**config.mk**
```make
export PLATFORM = sky130hd
export DESIGN_NAME = svnseg_scanner
export DESIGN_NICKNAME = d
export VERILOG_FILES = /design/src/rtl/svnseg_scanner.sv
export SDC_FILE = /design/constraint.sdc
export NUM_CORES = 1
export LEC_CHECK = 0
export BUFFER_PORTS_ARGS = -buffer_cell sky130_fd_sc_hd__buf_4
export CAP_MARGIN = 20
export CORE_MARGIN = 2
export CORE_UTILIZATION = 47
export DETAILED_ROUTE_END_ITERATION = 10
export PLACE_DENSITY = 0.8
export SLEW_MARGIN = 20
export SYNTH_ARGS = -nofsm -noshare
export SYNTH_HDL_FRONTEND = slang
export SYNTH_SLANG_ARGS = --single-unit
```
**constraint.sdc**
```tcl
create_clock -name clk -period 2.6 [get_ports clk]
set_clock_uncertainty 0.05 [all_clocks]
set_input_delay 0 -clock clk [delete_from_list [all_inputs] [get_ports clk]]
set_output_delay 0 -clock clk [all_outputs]
set_load 0.005 [all_outputs]
```
**src/rtl/svnseg_scanner.sv**
```systemverilog
// Multiplexed seven-segment driver: prescaled digit scan, per-digit dp/blanking, 16-level PWM.
// Optional leading-zero blanking is compiled in with SVNSEG_LZB_EN.
module svnseg_scanner #(
   parameter int NUM_DIGITS = 4,
   parameter int DIV_WIDTH  = 12
) (
   input  logic                    clk,
   input  logic                    rst_n,
   input  logic [4*NUM_DIGITS-1:0] nums,
   input  logic [NUM_DIGITS-1:0]   dp_mask,
   input  logic [NUM_DIGITS-1:0]   blank_mask,
   input  logic [3:0]              brightness,
   output logic [NUM_DIGITS-1:0]   dig,
   output logic [6:0]              seg,
   output logic                    dp
);

   localparam int IDX_W = $clog2(NUM_DIGITS > 1 ? NUM_DIGITS : 2);
   localparam logic [IDX_W-1:0] IDX_LAST = IDX_W'(NUM_DIGITS - 1);

   logic [DIV_WIDTH-1:0]  cnt;
   logic [IDX_W-1:0]      idx;
   logic                  tick;
   logic                  on;
   logic                  vis;
   logic [3:0]            cur_num;
   logic                  cur_blank;
   logic                  cur_dp;
   logic                  cur_lzb;
   logic [6:0]            glyph;
   logic [NUM_DIGITS-1:0] lzb_suppress;
   logic [NUM_DIGITS-1:0] dig_d;

   assign tick = &cnt;
   assign on   = (cnt[DIV_WIDTH-1 -: 4] <= brightness);

`ifdef SVNSEG_LZB_EN
   // A digit is suppressed when it and every digit above it are zero.
   logic above_zero;
   always_comb begin
      lzb_suppress = '0;
      above_zero   = 1'b1;
      for (int i = NUM_DIGITS - 1; i >= 1; i--) begin
         above_zero      = above_zero & (nums[4*i +: 4] == 4'h0);
         lzb_suppress[i] = above_zero;
      end
   end
`else
   assign lzb_suppress = '0;
`endif

   always_comb begin
      cur_num   = 4'h0;
      cur_blank = 1'b0;
      cur_dp    = 1'b0;
      cur_lzb   = 1'b0;
      for (int i = 0; i < NUM_DIGITS; i++) begin
         if (idx == IDX_W'(i)) begin
            cur_num   = nums[4*i +: 4];
            cur_blank = blank_mask[i];
            cur_dp    = dp_mask[i];
            cur_lzb   = lzb_suppress[i];
         end
      end
   end

   assign vis = on & ~cur_blank & ~cur_lzb;

   // Active-high {g,f,e,d,c,b,a}
   always_comb begin
      case (cur_num)
         4'h0:    glyph = 7'h3F;
         4'h1:    glyph = 7'h06;
         4'h2:    glyph = 7'h5B;
         4'h3:    glyph = 7'h4F;
         4'h4:    glyph = 7'h66;
         4'h5:    glyph = 7'h6D;
         4'h6:    glyph = 7'h7D;
         4'h7:    glyph = 7'h07;
         4'h8:    glyph = 7'h7F;
         4'h9:    glyph = 7'h6F;
         4'hA:    glyph = 7'h77;
         4'hB:    glyph = 7'h7C;
         4'hC:    glyph = 7'h39;
         4'hD:    glyph = 7'h5E;
         4'hE:    glyph = 7'h79;
         default: glyph = 7'h71;
      endcase
   end

   always_comb begin
      dig_d = '1;
      for (int i = 0; i < NUM_DIGITS; i++) begin
         dig_d[i] = ~(vis & (idx == IDX_W'(i)));
      end
   end

   always_ff @(posedge clk or negedge rst_n) begin
      if (!rst_n) begin
         cnt <= '0;
         idx <= '0;
         dig <= '1;
         seg <= 7'h7F;
         dp  <= 1'b1;
      end else begin
         cnt <= cnt + 1'b1;
         if (tick) begin
            if (idx == IDX_LAST) idx <= '0;
            else                 idx <= idx + 1'b1;
         end
         dig <= dig_d;
         seg <= vis ? ~glyph : 7'h7F;
         dp  <= ~(cur_dp & vis);
      end
   end

endmodule

```
Word-level counts from Yosys, hierarchy flattened
Memory sizes are Yosys's and may differ from the RTL's.
Index checks and enable logic that the tools add are counted.
{"block": "word_totals", "word_cells": 41, "regBits": 26, "mem_bits_ro": 112, "mem_count": 1, "inputBits": 30, "output_inout_bits": 12}
{"memory": "(name not given)", "words": 16, "word_bits": 7, "rd": 1, "rd_clocked_by_memory_dff": 0, "wr": 0, "line_no": "71", "source": "case (cur_num)"}
{"block": "classes", "n_lt_le_gt_ge": 1, "n_addsub": 2, "bitwise_logic": 13, "eq_ne": 3, "n_reduce_logical": 2, "mux": 14}
{"op": "two-way mux 4 bit", "count": 4}
{"op": "adder 12 x 1 -> 12 bit, second input constant", "count": 1}
{"op": "AND reduction 12 bit", "count": 1}
{"op": "two-way mux 1 bit", "count": 8}
{"op": "two-way mux 7 bit", "count": 1}
{"op": "NOT 7 bit", "count": 1}
{"op": "AND 1 bit", "count": 6}
{"op": "NOT 1 bit", "count": 6}
{"op": "equality test 2 bit, second input constant", "count": 2}
{"op": "less-or-equal comparator 4 bit", "count": 1}
{"op": "adder 2 x 1 -> 2 bit, second input constant", "count": 1}
{"op": "equality test 2 x 1 -> 1 bit, second input constant", "count": 1}
{"op": "logical NOT 2 bit", "count": 1}
{"op": "two-way mux 2 bit", "count": 1}

Longest topological paths before layout
Gate-level depths: netlist (run 1).
{"block": "depth", "word_depth": 9, "mapped_depth": 11, "mapped_depth_nobuf": 10}

Worst setup path before layout (run 1)
OpenSTA, ideal clock, no wires.
{"block": "synth_timing", "path_kind": "register to register", "from": "register idx[0]", "to": "register seg[3]", "t_required_ps": 2490, "slack_ps": 215, "stages_incl_launch_ff": 11, "arrival_ps": 2275, "period_less_slack_ps": 2385, "n_path_buf": 1, "setup_time_ps": 60, "cell_sequence": "dfrtp_1 ha_1 buf_6 and2b_2 a22oi_1 a221oi_2 inv_1 ha_1 mux2i_1 mux2_1 nand2_1"}
{"block": "synth_between", "elab_chain_cells": 8, "word_cells_on_any_way": 17, "cone_classes": "eq/ne: 3; mux: 9; bitwise: 3; reduce/logical: 1; memory: 1"}
{"item": "start, declared", "line_no": "22", "source": "logic [IDX_W-1:0] idx;"}
{"item": "start signal, assigned", "line_no": "109", "source": "else idx <= idx + 1'b1;"}
{"item": "logical NOT 2 bit", "line_no": "58", "source": "if (idx == IDX_W'(i)) begin"}
{"item": "two-way mux 4 bit / two-way mux 1 bit (equally long branches) (4 in a row)", "line_no": "58"}
{"item": "memory (16 x 7 bit) / NOT 1 bit (equally long branches)"}
{"item": "NOT 7 bit / AND 1 bit (equally long branches)", "line_no": "112, 67"}
{"item": "two-way mux 7 bit *", "line_no": "112", "source": "seg <= vis ? ~glyph : 7'h7F;"}
{"item": "end signal, assigned", "line_no": "112"}
{"item": "end, declared", "line_no": "14", "source": "output logic [6:0] seg,"}
Mark *: on every way between the ends. The rest lies on a longest branch, timed or not.
A chain may end at the register's enable or synchronous reset.

Worst setup path after layout (run 1)
Same ends and word-level chain as after synthesis.

==> results of run 1 <==
-- final timing paths --
path                       depth (start not counted)          endpoint          startpoint  slack (ps)
max                                                9  seg[3]$_DFF_PN1_  idx[0]$_DFFE_PN0P_         150
min                                                2  cnt[7]$_DFF_PN0_               rst_n          50
max reg2reg                                        9  seg[3]$_DFF_PN1_  idx[0]$_DFFE_PN0P_         150
min reg2reg                                        1  cnt[0]$_DFF_PN0_    cnt[0]$_DFF_PN0_         410
max in group asynchronous                          2  seg[5]$_DFF_PN1_               rst_n        2170
min in group clk                                   4      dp$_DFF_PN1_          dp_mask[2]          50
-- cells in the mapped netlist, drive strengths merged (3+ instances only) --
master | number | area (um2)
nand2 | 18 | 70.07
nor3b | 3 | 27.52
nand3 | 4 | 20.02
dfstp | 12 | 315.3
a21oi | 6 | 30.03
nor2 | 7 | 28.78
nor2b | 7 | 43.79
buf | 5 | 40.04
ha | 15 | 187.7
inv | 14 | 52.55
xnor2 | 6 | 52.55
xor2 | 4 | 35.03
o221ai | 5 | 43.79
nand4 | 3 | 18.77
a221oi | 3 | 32.53
mux2i | 4 | 40.04
dfrtp | 14 | 350.3
-- state kept, by name, indices dropped and copies added, names as in the netlist --
name / count
dig: 4
dp: 1
cnt: 12
seg: 7
idx: 2
-- per-layer routing --
layer  up-vias  wire length [um]
met2        48              1817
met5         -                 0
met1       592              1470
met4         0                25
met3         4               169
li1        614                 -
-- through the flow --
step	TNS [ps]	utilization (%)	total power, mW
floorplan	0	-	0.4831
global route	0	63.88	0.7901
CTS	0	63.52	0.7574
finish	0	63.88	0.7592
global placement	0	61.24	0.5496
detailed placement	-4.062	61.24	0.5529
-- cell families (layout without fill, tap and decap cells) --
logic type	Yosys count	in the layout	synth area share (%)
and+or+nand+nor	51	51	17.53
DFF	26	26	42.39
AOI/OAI and AO/OA	24	24	12.67
buffers and inverters	19	66	5.896
adders and majority gates	15	15	11.95
xor gates and xnor gates	10	10	5.577
muxes	6	6	3.984
-- worst max-delay path: cells and delay by family, from the launching register on --
family / cells / cell delay [ps]
compound gates: 1 / 290
fa+ha+maj: 2 / 740
buf+inv: 2 / 250
flops: 1 / 460
mux: 2 / 390
simple gates: 2 / 230
-- timing repair --
item | 4_1_cts | 5_1_grt
gates resized for setup | 1 | 2
hold endpoints to repair | 28 | 0
endpoints found under the setup margin | 2 | 1
gates cloned | 0 | 0
hold buffers | 3 | 0
buffers inserted | 0 | 1
pin swaps | 0 | 1
-- where the power goes --
part           total (mW)  internal, mW  switching (mW)
clock               0.207        0.0854           0.122
combinational       0.126        0.0704          0.0553
sequential          0.426         0.424         0.00263
total               0.759         0.579           0.180
-- layout make-up --
type	count	area share [%]
timing repair buffer	48	18.41
sequential	26	33.38
clock buffer	4	1.816
inverter	14	2.630
multi-input combinational	106	41.01
tap	44	2.755
-- layout by cell type (no fill, tap or decap), types with 2 or more instances in the layout --
master         Yosys  routed
nand2_1           17      17
a221oi_1           2       2
clkbuf_4           0       3
xor2_1             4       4
nand4_1            3       3
xnor2_1            6       6
dfstp_2           12      12
ha_1              15      14
o221ai_1           5       5
nand3b_1           2       2
buf_4              1      45
nor3b_1            2       2
o211ai_1           2       2
nand3_1            4       4
mux2i_1            4       4
dfrtp_1           14      13
inv_1             13      13
nor2b_1            7       7
a21oi_1            6       6
nor3_1             2       2
dlygate4sd3_1      0       3
nor2_1             6       6
==> metrics.txt, run 1 <==
status=finished clean; Slew HR=70.81%; vias per cell=5.198; Seq. cell area=666.9 um2; crit-path max cell delay=460 ps; dpl hpwl=2.694 mm; Placed Cells=234; Pwr Density=380.0 nW/um2; fin area=1998 um2; number of CTS-inserted buffers=3; Final Cycle Share=94.06%; total of warnings raised by yosys=0; Pre-Repair DR Iteration Count=4; met1 Track Usage GR=26.38%; Hold Fails Final Rpt=0; Post-Place Setup Slack=-4.062 ps; Setup WS post-layout=154.5 ps; worst vdd rail ir drop=0.2335 mV; row cnt=20; Die ar.=3819 um2; Mapped Cells=151; gr usage total=19.45%; Max-cap violations=0; number of global-route vias before repair=1,214; CP startpoint kind=flip-flop; Yosys cell types=41; syn nets=196; Avg Cell Area, Syn=10.40 um2; final wirelength=3.483 mm; Worst Hold Class=in2async; Setup Crit Path Kind=reg2reg; I/O Pins=42; Arr. time, crit path=2660 ps; global-route met2 utilization=33.98%; Multi-input gate area=819.5 um2; CTS tree=done; final setup fails=0; Synth async-reset ratio=100.0%; clock slew seen by the registers of the worst setup and hold paths=150 ps; initial antenna violation count=0; chip height=61.80 um; top_reg_cell synth=dfrtp_1; H-tree depth=1; min Tclk post-route=2446 ps; largest net degree at the start of global routing=27; DRC Markers=0; 1st-iter DRT viols=63; busiest grt layer=met2; Worst-Margin Slew=435.3 ps; share of layout cells above drive strength 1=36.87%; starting density of the core=50.20%; mapped cell area=1570 um2; Layout area overhead=27.25%; post-synthesis sequential area ratio=42.39%; Worst Path Max Fanout=10; Crit. End Element=flip-flop; total gr overflow=0; Global Route met3 Usage=2.070%; clk sinks=26; RSZ-0062 raised after global routing=false; critical-path cell list=inv_1 -> ha_1 -> nor2_2 -> a221oi_2 -> inv_1 -> ha_1 -> mux2i_1 -> mux2_1 -> nand2_1; wire per inst=14.39 um; Core Area=3128 um2; Fmax=408.9 MHz; clk_lat worst skew=310 ps; number of synthesized flops with an enable pin=0; Leak=0.9287 nW; Layout fillers=263; #FFs+latches synth=26; slowest stage cell on the critical path=dfrtp_2; Non-Filler Instances=242; fin. max-slew vios=0; first-pass GRT wire length=5.506 mm; GPL Wtd Cong=0.8200; DR vias=1,258; buffer depth of the longest clock path=2; Req. time, crit path=2820 ps; antenna viol nets, final=0; final net count=244; hold_ws=46.98 ps; Diodes inserted=0; die span in x=61.80 um; Placed Area=1916 um2; clk root buf=clkbuf_4; input/output buffers=41
No activity file was read; power rests on OpenSTA's default activity.
==> run 2, diff against run 1 <==
--- a/config.mk
+++ b/config.mk
@@ -8,9 +8,9 @@
 export BUFFER_PORTS_ARGS = -buffer_cell sky130_fd_sc_hd__buf_4
 export CAP_MARGIN = 20
 export CORE_MARGIN = 2
-export CORE_UTILIZATION = 47
+export CORE_UTILIZATION = 56
 export DETAILED_ROUTE_END_ITERATION = 10
-export PLACE_DENSITY = 0.8
+export PLACE_DENSITY = 0.89
 export SLEW_MARGIN = 20
 export SYNTH_ARGS = -nofsm -noshare
 export SYNTH_HDL_FRONTEND = slang
==> constraint.sdc (replaced) <==
create_clock -name clk -period 2.85 [get_ports clk]
set_clock_uncertainty 0.05 [all_clocks]
set_input_delay 0 -clock clk [delete_from_list [all_inputs] [get_ports clk]]
set_output_delay 0 -clock clk [all_outputs]
set_load 0.005 [all_outputs]
==> run 2 against run 1 <==
Effect of this change:
- setup slack better by 37 ps
- fmax is 8.0% lower
- global-route usage is 2.7 points higher
- combinational power is 11% lower
- sequential share of layout area is 0.21 points higher
- critical endpoint is now seg[5]$_DFF_PN1_
- largest power group unchanged
==> metrics.txt, run 2 (synthesized netlist as in run 1, its figures left out) <==
share of layout cells above drive strength 1=35.03% (-1.8 points); critical-path cell list=inv_1 -> ha_1 -> and2b_2 -> a221oi_1 -> o31ai_1 -> ha_1 -> nor2b_1 -> a21oi_1 -> o221ai_1; worst-case reg-to-reg path depth=9 (unchanged); status=finished clean; first-pass GRT wire length=5.658 mm (+2.8%); DRC Markers=0 (unchanged); HP Start=dp_mask[2]; Req. time, crit path=3030 ps (+210 ps); Die ar.=3244 um2 (-15%); total gr overflow=0 (unchanged); Power, Total=0.7524 mW (-0.90%); starting density of the core=57.94% (+7.7 points); Pre-Repair DR Iteration Count=4 (unchanged); clk root buf=clkbuf_4; commonest non-fill, non-tap cell in the layout=buf_4; vias per cell=5.662 (+8.9%); Leak=0.9329 nW (+0.45%); crit-path max cell delay=650 ps (+190 ps); Worst Hold Class=in2reg; clock slew seen by the registers of the worst setup and hold paths=140 ps (about the same); reg2reg start=idx[0]$_DFFE_PN0P_; clk sinks=26 (unchanged); Setup Crit Path Kind=reg2reg; Slew HR=51.12% (-20 points); Diodes inserted=0 (unchanged); H-tree depth=1 (unchanged); Hold Fails Final Rpt=0 (unchanged); input/output buffers=41 (unchanged); most flop-heavy register=cnt; Fmax=376.1 MHz (-8.0%); worst reg2reg endpoint=seg[5]$_DFF_PN1_; antenna viol nets, final=0 (unchanged); Placed Area=1899 um2 (-0.85%); final setup fails=0 (unchanged); slowest stage cell on the critical path=o31ai_1; reg2reg setup slack=190 ps (+40 ps); Non-Filler Instances=228 (-5.8%); dpl hpwl=2.702 mm (+0.28%); fin. max-slew vios=0 (unchanged); I/O Pins=42 (unchanged); Hold Path Sink=dp$_DFF_PN1_; Placed Cells=221 (-5.6%); Core Area=2710 um2 (-13%); number of global-route vias before repair=1,336 (+10%); final wirelength=3.337 mm (-4.2%); chip height=56.96 um (-7.8%); gr usage total=22.16% (+2.7 points); Layout area overhead=26.22%; row cnt=19 (-5.0%); clk_lat worst skew=320 ps (about the same); RSZ-0062 raised after global routing=false; DR vias=1,291 (+2.6%); Pwr Density=379.7 nW/um2 (about the same); biggest regs=cnt x12, seg x7, dig x4; commonest non-fill, non-tap cells in the layout=buf_4, nand2_1, ha_1, dfrtp_1, inv_1; CP most frequent cell=ha_1; Arr. time, crit path=2840 ps (+180 ps); Final Cycle Share=93.30% (-0.76 points); worst vdd rail ir drop=0.3317 mV (+42%); wire per inst=14.64 um (+1.7%); min Tclk post-route=2659 ps (+213.4 ps); largest net degree at the start of global routing=27 (unchanged); initial antenna violation count=0 (unchanged); hold depth=4; Max-cap violations=0 (unchanged); CTS tree=done; buffer depth of the longest clock path=2 (unchanged); GPL Wtd Cong=0.8486 (+3.5%); max reg flops=12 (unchanged); Worst Path Max Fanout=6 (-4); CP startpoint kind=flip-flop; final setup TNS=0 ps (unchanged); Worst-Margin Slew=726.9 ps (+291.6 ps); 1st-iter DRT viols=36 (-43%); final net count=243 (-0.41%); fin area=1982 um2 (-0.81%); Crit. End Element=flip-flop; number of CTS-inserted buffers=3 (unchanged); die span in x=56.96 um (-7.8%)
run 2: cell types whose count changed in the layout (fill, tap and decap cells not counted), sizes merged:
| cell | change |
|---|---|
| buf | -1 |
| bufinv | +1 |
| clkbuf | -1 |
run 2: power by group:
| part | total, mW | switching [mW] | internal (mW) |
|---|---|---|---|
| Combinational | 0.112 | 0.0490 | 0.0633 |
| Sequential | 0.390 | 0.00325 | 0.387 |
| Clock | 0.250 | 0.108 | 0.142 |
run 2: critical path: cells and delay by family, from the launching register on:
kind / cells / cell delay [ps]
compound gates: 4 / 1010
fa+ha+maj: 2 / 560
flops: 1 / 460
simple gates: 2 / 390
buf+inv: 1 / 100
run 2: what timing repair did:
item | in CTS | in global routing
resized for setup | 0 | 0
endpoints found under the hold margin | 28 | 0
hold buffers | 3 | 0
setup buffers | 0 | 0
run 2: how the worst max path moves through the flow:
stage / depth (start not counted) / slack (ps) / startpoint / endpoint
floorplan: 10 / 460 / idx[0]$_DFFE_PN0P_ / seg[3]$_DFF_PN1_
global placement: 10 / 410 / idx[0]$_DFFE_PN0P_ / seg[3]$_DFF_PN1_
detailed placement: 9 / 220 / idx[0]$_DFFE_PN0P_ / seg[5]$_DFF_PN1_
CTS: 9 / 180 / idx[0]$_DFFE_PN0P_ / seg[5]$_DFF_PN1_
global route: 10 / 9 / idx[0]$_DFFE_PN0P_ / seg[3]$_DFF_PN1_
finish: 9 / 190 / idx[0]$_DFFE_PN0P_ / seg[5]$_DFF_PN1_
run 2: area by class of cell:
cell class	count	area (um2)
clock buffers	3	22.52
clock inverters	1	30.03
fillers	193	728.2
inverters	14	52.55
multi-input cells	106	812.0
flip-flops and latches	26	665.6
well taps	31	38.79
repair buffers	47	360.3
run 2: per-layer routing:
layer  vias to the layer above  share of wire [%]  track usage [%]
met2                        56                 53            41.05
li1                        617                  -                -
met1                       610                 40            26.47
met3                         8                5.1            2.948
met5                         -                  0                0
met4                         0                1.6            6.977
run 2: per-stage QoR:
step	util, %	worst slack, ps	hold slack (ps)
after floorplan	-	465.0	-345.6
after global placement	70.08	414.1	-138.6
after detailed placement	70.08	219.1	-130.6
after CTS	73.13	181.0	15.82
after global routing	73.13	8.790	31.94
final	73.13	191.1	19.14
==> run 3, diff against run 2 <==
--- a/config.mk
+++ b/config.mk
@@ -5,12 +5,13 @@
 export SDC_FILE = /design/constraint.sdc
 export NUM_CORES = 1
 export LEC_CHECK = 0
+export ABC_AREA = 1
 export BUFFER_PORTS_ARGS = -buffer_cell sky130_fd_sc_hd__buf_4
-export CAP_MARGIN = 20
+export CAP_MARGIN = 5
 export CORE_MARGIN = 2
-export CORE_UTILIZATION = 56
+export CORE_UTILIZATION = 53
 export DETAILED_ROUTE_END_ITERATION = 10
-export PLACE_DENSITY = 0.89
+export PLACE_DENSITY = 0.85
 export SLEW_MARGIN = 20
 export SYNTH_ARGS = -nofsm -noshare
 export SYNTH_HDL_FRONTEND = slang
==> constraint.sdc (replaced) <==
create_clock -name clk -period 2.6 [get_ports clk]
set_clock_uncertainty 0.05 [all_clocks]
set_input_delay 0 -clock clk [delete_from_list [all_inputs] [get_ports clk]]
set_output_delay 0 -clock clk [all_outputs]
set_load 0.005 [all_outputs]
==> run 3 against run 2 <==
Effect of this change:
- setup slack better by 16 ps
- global-route usage is 2.0 points lower
- core utilization is 4.7 points lower
- count of clock-buffer cells in the layout is 1 higher
- non-clock buffer count is 1 lower
- flip-flop and latch count stayed put
- combinational power is 11% higher
- synthesized area is 6.0% higher
- final cell count is 25% higher
==> metrics.txt, run 3 <==
first-pass GRT wire length=5.513 mm (-2.6%); met1 Track Usage GR=24.25% (-2.2 points); post-synthesis sequential area ratio=40.00% (-2.4 points); commonest non-fill, non-tap cell in the layout=nand2_1; biggest regs=cnt x12, seg x7, dig x4; Pre-Repair DR Iteration Count=4 (unchanged); GPL Wtd Cong=0.8571 (+1.0%); mapped cell area=1664 um2 (+6.0%); Layout area overhead=24.44%; final setup fails=0 (unchanged); Seq. cell area=665.6 um2 (unchanged); Mapped Cells=194 (+28%); final wirelength=3.176 mm (-4.8%); Core Area=3028 um2 (+12%); initial antenna violation count=0 (unchanged); max reg flops=12 (unchanged); min Tclk post-route=2393 ps (-265.6 ps); buffer depth of the longest clock path=2 (unchanged); share of layout cells above drive strength 1=34.02% (-1.0 points); clock slew seen by the registers of the worst setup and hold paths=130 ps (about the same); dpl hpwl=2.570 mm (-4.9%); Worst-Margin Slew=420.2 ps (-306.7 ps); Setup Crit Path Kind=reg2reg; CTS tree=done; #FFs+latches synth=26 (unchanged); number of CTS-inserted buffers=3 (unchanged); Synth area leaders=dfrtp_1, dfstp_2, ha_1; Arr. time, crit path=2600 ps (-240 ps); CP startpoint kind=flip-flop; Avg Cell Area, Syn=8.578 um2 (-18%); input/output buffers=41 (unchanged); fin. max-slew vios=0 (unchanged); Max-cap violations=0 (unchanged); gr usage total=20.14% (-2.0 points); syn nets=239 (+22%); starting density of the core=54.96% (-3.0 points); die span in x=60.04 um (+5.4%); 1st-iter DRT viols=39 (+8.3%); Synth async-reset ratio=100.0% (unchanged); Yosys cell types=31 (-24%); Worst Path Max Fanout=10 (+4); commonest non-fill, non-tap cells in the layout=nand2_1, buf_4, inv_1, nand3_1, ha_1; row cnt=20 (+1); Diodes inserted=0 (unchanged); vias per cell=4.793 (-15%); slowest stage cell on the critical path=dlygate4sd3_1; CP Launch Point=idx[0]$_DFFE_PN0P_; chip height=60.04 um (+5.4%); Slew HR=71.98% (+21 points); busiest grt layer=met2; largest net degree at the start of global routing=27 (unchanged); H-tree depth=1 (unchanged); Die ar.=3604 um2 (+11%); DR vias=1,366 (+5.8%); Commonest cells post-synth=nand2_1, inv_1, nand3_1, ha_1, dfrtp_1; number of synthesized flops with an enable pin=0 (unchanged); final setup TNS=0 ps (unchanged); I/O Pins=42 (unchanged); Power, Total=0.7163 mW (-4.8%); total gr overflow=0 (unchanged); Multi-input gate area=873.3 um2 (+7.6%); worst vdd rail ir drop=0.1276 mV (-62%); most flop-heavy register=cnt; area leader, netlist=dfrtp_1; global-route met2 utilization=36.02% (-5.0 points); clk sinks=26 (unchanged); wire per inst=11.14 um (-24%); Fmax=417.8 MHz (+11%); Global Route met3 Usage=1.299% (-1.6 points); total of warnings raised by yosys=0 (unchanged); Hold Fails Final Rpt=0 (unchanged); cell with the most instances after synthesis=nand2_1; critical-path cell list=inv_1 -> ha_1 -> inv_6 -> o21ai_1 -> o21ai_2 -> nor2_4 -> o211ai_1 -> dlygate4sd3_1; number of global-route vias before repair=1,347 (+0.82%); Pwr Density=345.9 nW/um2 (-8.9%); setup bufs post-CTS=0 (unchanged); antenna viol nets, final=0 (unchanged); final net count=287 (+18%); status=finished clean; Worst Hold Class=in2async; Layout fillers=256 (+33%); post-synth top area share=21.05% (-1.3 points); Crit. End Element=flip-flop; clk_lat worst skew=310 ps (about the same); reg2reg start=idx[0]$_DFFE_PN0P_; top_reg_cell synth=dfrtp_1; Final Cycle Share=92.05% (-1.2 points); DRC Markers=0 (unchanged); RSZ-0062 raised after global routing=false; crit-path max cell delay=580 ps (-70 ps); Leak=1.056 nW (+13%); Req. time, crit path=2810 ps (-220 ps); clk root buf=clkbuf_4
==> run 3: cell types whose count changed in the layout (fill, tap and decap cells not counted), moves of 4 or more <==
cell	change
nand2_2	+5
nand2_1	+31
nor2b_1	-7
a21oi_1	+4
mux2i_1	-4
nand3_1	+14
o221ai_1	-5
inv_1	+7
==> run 3: what timing repair did <==
| action | CTS | global route |
|---|---|---|
| hold buffers | 4 | 0 |
| endpoints found under the hold margin | 31 | 0 |
| setup endpoints to repair | 0 | 0 |
| resized for setup | 0 | 0 |
==> run 3: critical path: cells and delay by family, from the launching register on <==
kind / cells / cell delay (ps)
AO/OA/AOI/OAI: 3 / 420
adder cells (fa/ha/maj): 1 / 440
buffers and inverters: 3 / 780
flip-flops: 1 / 430
AND/OR/NAND/NOR: 1 / 220
==> run 3: final cells by class <==
type	instances	area share [%]
clock buffers	4	1.269
inverters	24	4.592
multi-input cells	141	42.18
flip-flops and latches	26	32.14
well taps	44	2.659
repair buffers	46	17.16
==> run 3: worst paths after layout <==
| check | end | slack, ps | depth (start not counted) |
|---|---|---|---|
| max in group asynchronous | seg[5]$_DFF_PN1_ | 2140 | 2 |
| hold / removal | cnt[10]$_DFF_PN0_ | 50 | 2 |
| setup reg to reg | dp$_DFF_PN1_ | 210 | 8 |
| min in group clk | seg[2]$_DFF_PN1_ | 50 | 4 |
| setup / recovery | dp$_DFF_PN1_ | 210 | 8 |
| hold reg to reg | cnt[0]$_DFF_PN0_ | 460 | 1 |
==> run 3: per-layer routing <==
metal | up-vias | wire, um
met5 | - | 0
met4 | 0 | 55
met3 | 4 | 158
met2 | 45 | 1626
met1 | 612 | 1335
li1 | 705 | -
==> run 3: cell families (layout without fill, tap and decap cells) <==
group,after synthesis,in the layout,share of synthesized area [%]
simple gates,95,95,27.67
buf+inv,27,74,7.519
flops,26,26,40.00
compound gates,21,21,8.271
fa+ha+maj,15,15,11.28
xor+xnor,10,10,5.264
==> run 3: metrics by stage <==
step	cells	hold slack [ps]	util, %	area, um2	setup slack, ps
after global routing	285	75.81	68.39	2071	75.09
after CTS	285	30.41	68.39	2071	251.6
after global placement	277	-133.4	66.20	2004	529.5
after detailed placement	277	-131.5	66.20	2004	460.2
final	285	49.98	68.39	2071	206.7
after floorplan	194	-345.6	-	1664	783.4
==> run 3: where the power goes <==
group	total (mW)	switching [mW]	leakage, nW	internal [mW]
combinational	0.124	0.0588	0.734	0.0654
clock	0.166	0.106	0.0150	0.0599
sequential	0.426	0.00302	0.308	0.423
total	0.716	0.168	1.06	0.548
